--- config.mk ---
export PLATFORM = sky130hd
export DESIGN_NAME = pre_fetch_stage
export DESIGN_NICKNAME = d
export VERILOG_FILES = /design/src/rtl/pre_fetch_stage.sv
export SDC_FILE = /design/constraint.sdc
export NUM_CORES = 1
export LEC_CHECK = 0
export ABC_AREA = 1
export BUFFER_PORTS_ARGS = -buffer_cell sky130_fd_sc_hd__buf_2
export CAP_MARGIN = 0
export CORE_AREA = 2 2 132 96
export CTS_CLUSTER_DIAMETER = 60
export DETAILED_ROUTE_END_ITERATION = 6
export DIE_AREA = 0 0 134 98
export MAX_ROUTING_LAYER = met4
export PLACE_DENSITY = 0.8
export REMOVE_ABC_BUFFERS = 1
export SLEW_MARGIN = 20
export SYNTH_ARGS = -nofsm -noshare
export SYNTH_HDL_FRONTEND = slang
export SYNTH_SLANG_ARGS = --single-unit
--- constraint.sdc ---
create_clock -name clk -period 2.45 [get_ports clk]
set_input_delay 0.49 -clock clk [delete_from_list [all_inputs] [get_ports clk]]
set_output_delay 0.49 -clock clk [all_outputs]
set_load 0.1 [all_outputs]
--- src/rtl/pre_fetch_stage.sv ---
// pre_fetch_stage: pre-IF stage that owns the fetch PC, issues instruction SRAM requests and hands accepted PCs to IF
module pre_fetch_stage #(
    parameter logic [31:0] RESET_PC  = 32'h1c000000,
    parameter int          BR_BUS_WD = 33
) (
    input  logic                 clk,
    input  logic                 reset,
    input  logic                 fetch_allowin,
    input  logic [BR_BUS_WD-1:0] branch_bus,
    input  logic                 wb_ex,
    input  logic                 ertn_flush,
    input  logic [31:0]          ex_entry,
    input  logic [31:0]          ertn_entry,
    output logic                 pre_fetch_to_fetch_valid,
    output logic [32:0]          pre_fetch_to_fetch_bus,
    output logic                 inst_sram_req,
    output logic                 inst_sram_wr,
    output logic [1:0]           inst_sram_size,
    output logic [3:0]           inst_sram_wstrb,
    output logic [31:0]          inst_sram_addr,
    output logic [31:0]          inst_sram_wdata,
    input  logic                 inst_sram_addr_ok
);
    typedef enum logic {IDLE, REQ} state_e;

    state_e      state_q, state_d;
    logic [31:0] npc_q, npc_d;
    logic        rd_buf_valid_q, rd_buf_valid_d;
    logic [31:0] rd_buf_target_q, rd_buf_target_d;
    logic        out_valid_q, out_valid_d;
    logic [31:0] out_pc_q, out_pc_d;
    logic        out_discard_q, out_discard_d;

    logic        br_taken;
    logic [31:0] br_target;
    logic        redirect_now;
    logic [31:0] redirect_target;
    logic        addr_hs;
    logic        slot_drain;
    logic        slot_free;

    assign br_taken   = branch_bus[BR_BUS_WD-1];
    assign br_target  = branch_bus[31:0];
    assign addr_hs    = (state_q == REQ) & inst_sram_addr_ok;
    assign slot_drain = out_valid_q & fetch_allowin;
    assign slot_free  = ~out_valid_q | fetch_allowin;

    // Redirect arbitration: exception beats ertn beats branch
    always_comb begin
        redirect_now    = wb_ex | ertn_flush | br_taken;
        redirect_target = wb_ex      ? ex_entry   :
                          ertn_flush ? ertn_entry : br_target;
    end

    // State register plus all datapath registers
    always_ff @(posedge clk or negedge reset) begin
        if (!reset) begin
            state_q         <= IDLE;
            npc_q           <= RESET_PC;
            rd_buf_valid_q  <= 1'b0;
            rd_buf_target_q <= 32'h0;
            out_valid_q     <= 1'b0;
            out_pc_q        <= 32'h0;
            out_discard_q   <= 1'b0;
        end else begin
            state_q         <= state_d;
            npc_q           <= npc_d;
            rd_buf_valid_q  <= rd_buf_valid_d;
            rd_buf_target_q <= rd_buf_target_d;
            out_valid_q     <= out_valid_d;
            out_pc_q        <= out_pc_d;
            out_discard_q   <= out_discard_d;
        end
    end

    // Next state: request only when the output slot can take the result
    always_comb begin
        state_d = state_q;
        if (state_q == IDLE)
            state_d = slot_free ? REQ : IDLE;
        else
            state_d = inst_sram_addr_ok ? IDLE : REQ;
    end

    // Next PC and redirect buffer; the address is frozen while a request is pending
    always_comb begin
        npc_d           = npc_q;
        rd_buf_valid_d  = rd_buf_valid_q;
        rd_buf_target_d = rd_buf_target_q;
        if (state_q == IDLE) begin
            npc_d = redirect_now ? redirect_target : npc_q;
        end else if (inst_sram_addr_ok) begin
            npc_d          = redirect_now   ? redirect_target :
                             rd_buf_valid_q ? rd_buf_target_q : npc_q + 32'd4;
            rd_buf_valid_d = 1'b0;
        end else if (redirect_now) begin
            rd_buf_valid_d  = 1'b1;
            rd_buf_target_d = redirect_target;
        end
    end

    // Output slot: load on handshake, clear on drain, mark stale on redirect while held
    always_comb begin
        out_valid_d   = out_valid_q;
        out_pc_d      = out_pc_q;
        out_discard_d = out_discard_q;
        if (addr_hs) begin
            out_valid_d   = 1'b1;
            out_pc_d      = npc_q;
            out_discard_d = rd_buf_valid_q | redirect_now;
        end else if (slot_drain) begin
            out_valid_d = 1'b0;
        end else if (out_valid_q & redirect_now) begin
            out_discard_d = 1'b1;
        end
    end

    // Outputs decoded from state and registers
    always_comb begin
        inst_sram_req            = (state_q == REQ);
        inst_sram_wr             = 1'b0;
        inst_sram_size           = 2'b10;
        inst_sram_wstrb          = 4'h0;
        inst_sram_addr           = {npc_q[31:2], 2'b00};
        inst_sram_wdata          = 32'h0;
        pre_fetch_to_fetch_valid = out_valid_q;
        pre_fetch_to_fetch_bus   = {out_discard_q, out_pc_q};
    end
endmodule

# Word level (Yosys, flattened, before mapping)
# Index checks and enable logic that the tools add are counted.
[totals] regBits=100 latchBits=0 ramBits=0 romBits=0 inputBits=103 elab_cells=44 mem_count=0
[op_classes] n_addsub=1 n_mul=0 n_div=0 n_lt_le_gt_ge=0 n_eq_ne=2 shift=0 n_mux=17 n_bitwise=9 n_reduce_logical=8
[op_table] cell="$mux W32" n=7
[op_table] cell="$add A32 B3 Y32 const B" n=1
[op_table] cell="$mux W1" n=10
[op_table] cell="$reduce_bool A2 Y1" n=4
[op_table] cell="$reduce_and A2 Y1" n=3
[op_table] cell="$ne A2 B2 Y1 const B" n=2
[op_table] cell="$or A1 B1 Y1" n=4
[op_table] cell="$and A1 B1 Y1" n=3
[op_table] cell="$reduce_and A3 Y1" n=1
[op_table] cell="$not A1 Y1" n=2

# Depth between registers and ports, before layout
[logic_depth] word_depth=6 ltp_mapped=12 ltp_nobuf=12

# Worst setup path before layout
# Ideal clock, no wire load.
[synth_path] path_kind="reg-to-reg" startpoint="register state_q, in the netlist inst_sram_req" endpoint="register npc_q[6]" setup_time_ns=0.076 arrival_ns=1.887 required_time_ns=2.374 slack_ns=0.487 stages_incl_launch_ff=8 period_less_slack_ns=1.963 cell_sequence="dfrtp_1 -> nand2_1 -> inv_2 -> o21ai_4 -> inv_2 -> buf_6 -> o211ai_1 -> o21ai_1"
[synth_via] elab_chain_cells=2 elab_cells_between_ends=4 cone_classes="1 x eq/ne; 1 x mux; 2 x reduce/logical"
[synth_lines] item="from (decl)" line_no="26" rtl="state_e state_q, state_d;"
[synth_lines] item="from (signal assigned)" line_no="66" rtl="state_q <= state_d;"
[synth_lines] item="$ne A2 B2 Y1 (no source line) / $reduce_bool A2 Y1 (equally long branches)"
[synth_lines] item="$reduce_and A2 Y1 (no source line)"
[synth_lines] item="to (signal assigned)" line_no="67" rtl="npc_q <= npc_d;"
[synth_lines] item="to (decl)" line_no="27" rtl="logic [31:0] npc_q, npc_d;"
# Several ways; a longest one is shown, not always the timed one.
# A chain may end at the register's enable or synchronous reset.

# Worst setup path in the final report
[layout_path] startpoint="register npc_q[16]" endpoint="output inst_sram_addr[16]"
[layout_rtl] item="to (decl)" line_no="20" rtl="output logic [31:0] inst_sram_addr,"
# No word-level cell between the ends.

==> results list <==
- Across the run, the number of max-cap violations was 0.
* Vias after detailed routing: around 6000
- The repair_antennas step left the layout with diodes totalling 0.
- The commonest cells after synthesis are sky130_fd_sc_hd__nand2_1, sky130_fd_sc_hd__o21ai_0, sky130_fd_sc_hd__dfrtp_1, sky130_fd_sc_hd__buf_4, sky130_fd_sc_hd__nor2_1.
- The wire-length estimate of the detail-placed layout is 13000 um.
- STA classifies the critical path startpoint as a flip-flop.
- The biggest area contributor in the post-synthesis netlist is sky130_fd_sc_hd__dfrtp_1.
- The first global-routing pass estimated 28600 um of wire.
- Hold repair after CTS inserted 0 buffers.
- Setup repair after global routing left no endpoint under its margin.
- Summing all multi-input logic gate instances after layout gives between 3000 and 4000 sq um.
* Top cell type's share of synthesized area: 0.381
- The first detailed-routing pass took 5 iterations.
- For this run the aggregate overflow at the end of global routing stands at 0.
- Yosys mapped a number of flops with a built-in enable equal to 0.
- Area growth from synthesis to layout: 13.4%
- Internal Power: around 3.5 mW
* Setup TNS: 0 ns
* Clk network pwr share: 0.189
- The filler cells instantiated in the layout total between 1000 and 1500.
- STA classifies the critical path endpoint as an output pin.
- Gates resized during post-CTS repair numbered 0.
- Number of setup buffers added after CTS: 0
- The first routing iteration left 611 violations.
- Across the routed clock network, the largest skew measured is a little under 0.008 ns.
- Worst path arrival time: between 1 and 1.5 ns
- Synthesis instantiated 33 different standard cells from the library.
- Sequential element share of the synthesized area: 0.393
- After detailed routing, the average wire length per cell comes to between 10 and 15 um.
- Sequential standard cell area: 2510 sq um
- The largest single stage delay on the critical path is between 0.5 and 0.6 ns.
- Power Density: ~1100 nW/um^2
- For the worst setup path, the data required time is roughly 2 ns.
- Of the total power, the share spent switching nets is 0.539.
- Number of antenna violations at the first check in global routing: 0
* CP Cell Sequence: buf_2
- The count of nets left with antenna violations once routing finished came out at 0.
* DR DRC count: 0
- Dividing the final minimum period by the clock period gives 0.762.
* Area of the core region: between 10000 and 15000 sq um
- Number of setup violations in the final report: 0
- Slew @ Worst Pin: roughly 0.55 ns
- Number of H-tree levels: 3
- Synthesis inferred 100 register bits.
* Die Y-Extent: 98 um
* Maximum number of buffers from clock root to sink: 2
* Number of pins with negative max-slew slack in the final report: 0
* Total global-route track usage: 0.283
- Timing would allow up to approximately 540 MHz.
* Pin count of the biggest net entering global routing: 60
- The die is around 130 um wide.
* Reported leakage power: 3.72 nW
* Number of clock sinks seen by CTS: 100
- Overall Power: around 7.6 mW
* Number of cell rows: 34
- Summed over all nets, the switching power comes to just over 4 mW.
* Max Fanout on Critical Path: 6
* Cell area after synthesis: around 6400 sq um
- Number of cells produced by synthesis: between 900 and 1000
* Largest cells by area after synthesis: sky130_fd_sc_hd__dfrtp_1, sky130_fd_sc_hd__nand2_1, sky130_fd_sc_hd__buf_4
- Of the cells placed in the final design, the portion with a size suffix greater than 1 is 0.209.
* Starting Density: 0.533
* Die area: roughly 13000 sq um
- CTS placed an instance of sky130_fd_sc_hd__clkbuf_16 at the clock tree root.
- Buffers placed on the I/O ports in this run total roughly 170.
- Inserted Clock Buffers: 9
- For the worst-skew pair, the clock arrives at the later sink with an insertion delay of between 0.3 and 0.4 ns.
- In the final design database the tool counted 1134 nets.
- The number of global-route vias before repair is approximately 5600.
- CTS tree: built
- Yosys printed 0 warnings.
* Final critical delay including setup and external delays: 1.87 ns
- The run finished with clean final reports.
- Measured against its own limit, the worst slew margin works out to 0.635.
* Clock transition at path regs: ~0.070 ns
- Number of I/O pins: roughly 210
- Each instance of the synthesized netlist takes up on average approximately 7 sq um.
- Routability-driven placement finished with a final weighted congestion of between 0.9 and 1.
- The total count of hold-check failures in the final report is 0.
- WP buf/inv: 1
- Vias/cell: ~5
- For this run, the leading register cell type out of synthesis is sky130_fd_sc_hd__dfrtp_1.
- The worst hold path belongs to the class input pin to asynchronous set/reset pin.
- Broken down by cell family, the worst path's largest delay share belongs to flip-flops.
- The worst-case IR drop observed on VDD is 0.000755 V.
- The setup path with the least slack is of type flip-flop to output pin.
* CP max-delay cell: sky130_fd_sc_hd__dfrtp_1
- By instance count, the leading cell after synthesis is sky130_fd_sc_hd__nand2_1.
- For this block, the routed nets add up to 17500 um of wire.
- The share of total power dissipated in sequential elements is 0.315.
- Counting flops with an async set or reset pin after synthesis yields a share of 1.00.
- The share of total power dissipated in combinational logic is 0.496.
[routing by layer]
layer / part of all wire / vias to the layer above / global-route usage
met3: 0.082 / 22 / 0.0571
li1: - / 3047 / -
met4: 0.015 / 0 / 0.0606
met2: 0.42 / 280 / 0.400
met1: 0.48 / 2784 / 0.419
met5: 0 / - / -
[worst reg2reg max path: cells and delay by family, from the launching register on]
| family | cells | cell delay (ns) |
|---|---|---|
| flip-flops | 1 | 0.44 |
| buffers and inverters | 2 | 0.11 |
| adder cells (fa/ha/maj) | 1 | 0.24 |
| AND/OR/NAND/NOR | 9 | 0.93 |
[cell families after synthesis]
logic type | Yosys count | share of synthesized area
xor gates and xnor gates | 8 | 0.0110
and+or+nand+nor | 450 | 0.284
DFF | 100 | 0.393
buffers and inverters | 166 | 0.155
adders and majority gates | 1 | 0.00196
other | 2 | 0.00118
AOI/OAI and AO/OA | 189 | 0.153
[cell usage in the layout, fill, tap and decap left out, drive strengths merged]
master	n
and2	1
nor3	1
nand3	49
clkinvlp	2
xor2	7
o21ai	115
conb	41
o22ai	2
inv	49
dfstp	3
xnor2	1
clkbuf	13
bufinv	1
dfrtp	97
nand2	318
buf	181
nor2	79
o31ai	1
o211ai	3
a21oi	68
nand3b	2
ha	1
[per-stage QoR]
stage	instances	setup slack [ns]	instance area [sq um]	utilization	hold slack, ns
floorplan	838	-0.815	5710	-	0.194
global placement	1181	0.436	6920	0.579	0.432
detailed placement	1181	0.419	6920	0.579	0.428
CTS	1197	0.579	7230	0.605	0.0650
global route	1197	0.448	7230	0.605	0.0754
finish	1197	0.583	7230	0.605	0.0585
[final timing paths]
| check | startpoint | to | slack, ns | cells past startpoint |
|---|---|---|---|---|
| hold / removal | reset | out_pc_q[6] | 0.06 | 1 |
| min in group clk | fetch_allowin | pre_fetch_to_fetch_valid | 0.43 | 2 |
| max in group asynchronous | reset | npc_q[28] | 1.70 | 2 |
| setup / recovery | npc_q[16] | inst_sram_addr[16] | 0.58 | 1 |
| setup reg to reg | npc_q[3] | npc_q[26] | 0.67 | 12 |
| hold reg to reg | out_pc_q[3] | out_pc_q[3] | 0.48 | 2 |
[power groups by stage]
stage / clock network, mW / registers, mW / logic (mW)
after CTS: 1.47 / 2.39 / 3.78
after floorplan: 0 / 4.28 / 1.08
after detailed placement: 0 / 2.41 / 3.77
after global placement: 0 / 2.41 / 3.73
after global routing: 1.55 / 2.45 / 4.00
final: 1.44 / 2.40 / 3.78
[area by class of cell]
cell class                      instances  area share
Clock buffer                           13      0.0360
Clock inverter                          3     0.00623
Inverter                               49      0.0254
Multi-Input combinational cell        689       0.418
Sequential cell                       100       0.347
Tap cell                              162      0.0280
Timing Repair Buffer                  181       0.139
[state kept, by name, indices dropped and copies added (netlist names)]
signal / flops
npc_q: 32
out_pc_q: 32
rd_buf_target_q: 32
inst_sram_req: 1
out_discard_q: 1
pre_fetch_to_fetch_valid: 1
rd_buf_valid_q: 1
Power figures use the tool's default switching activity.
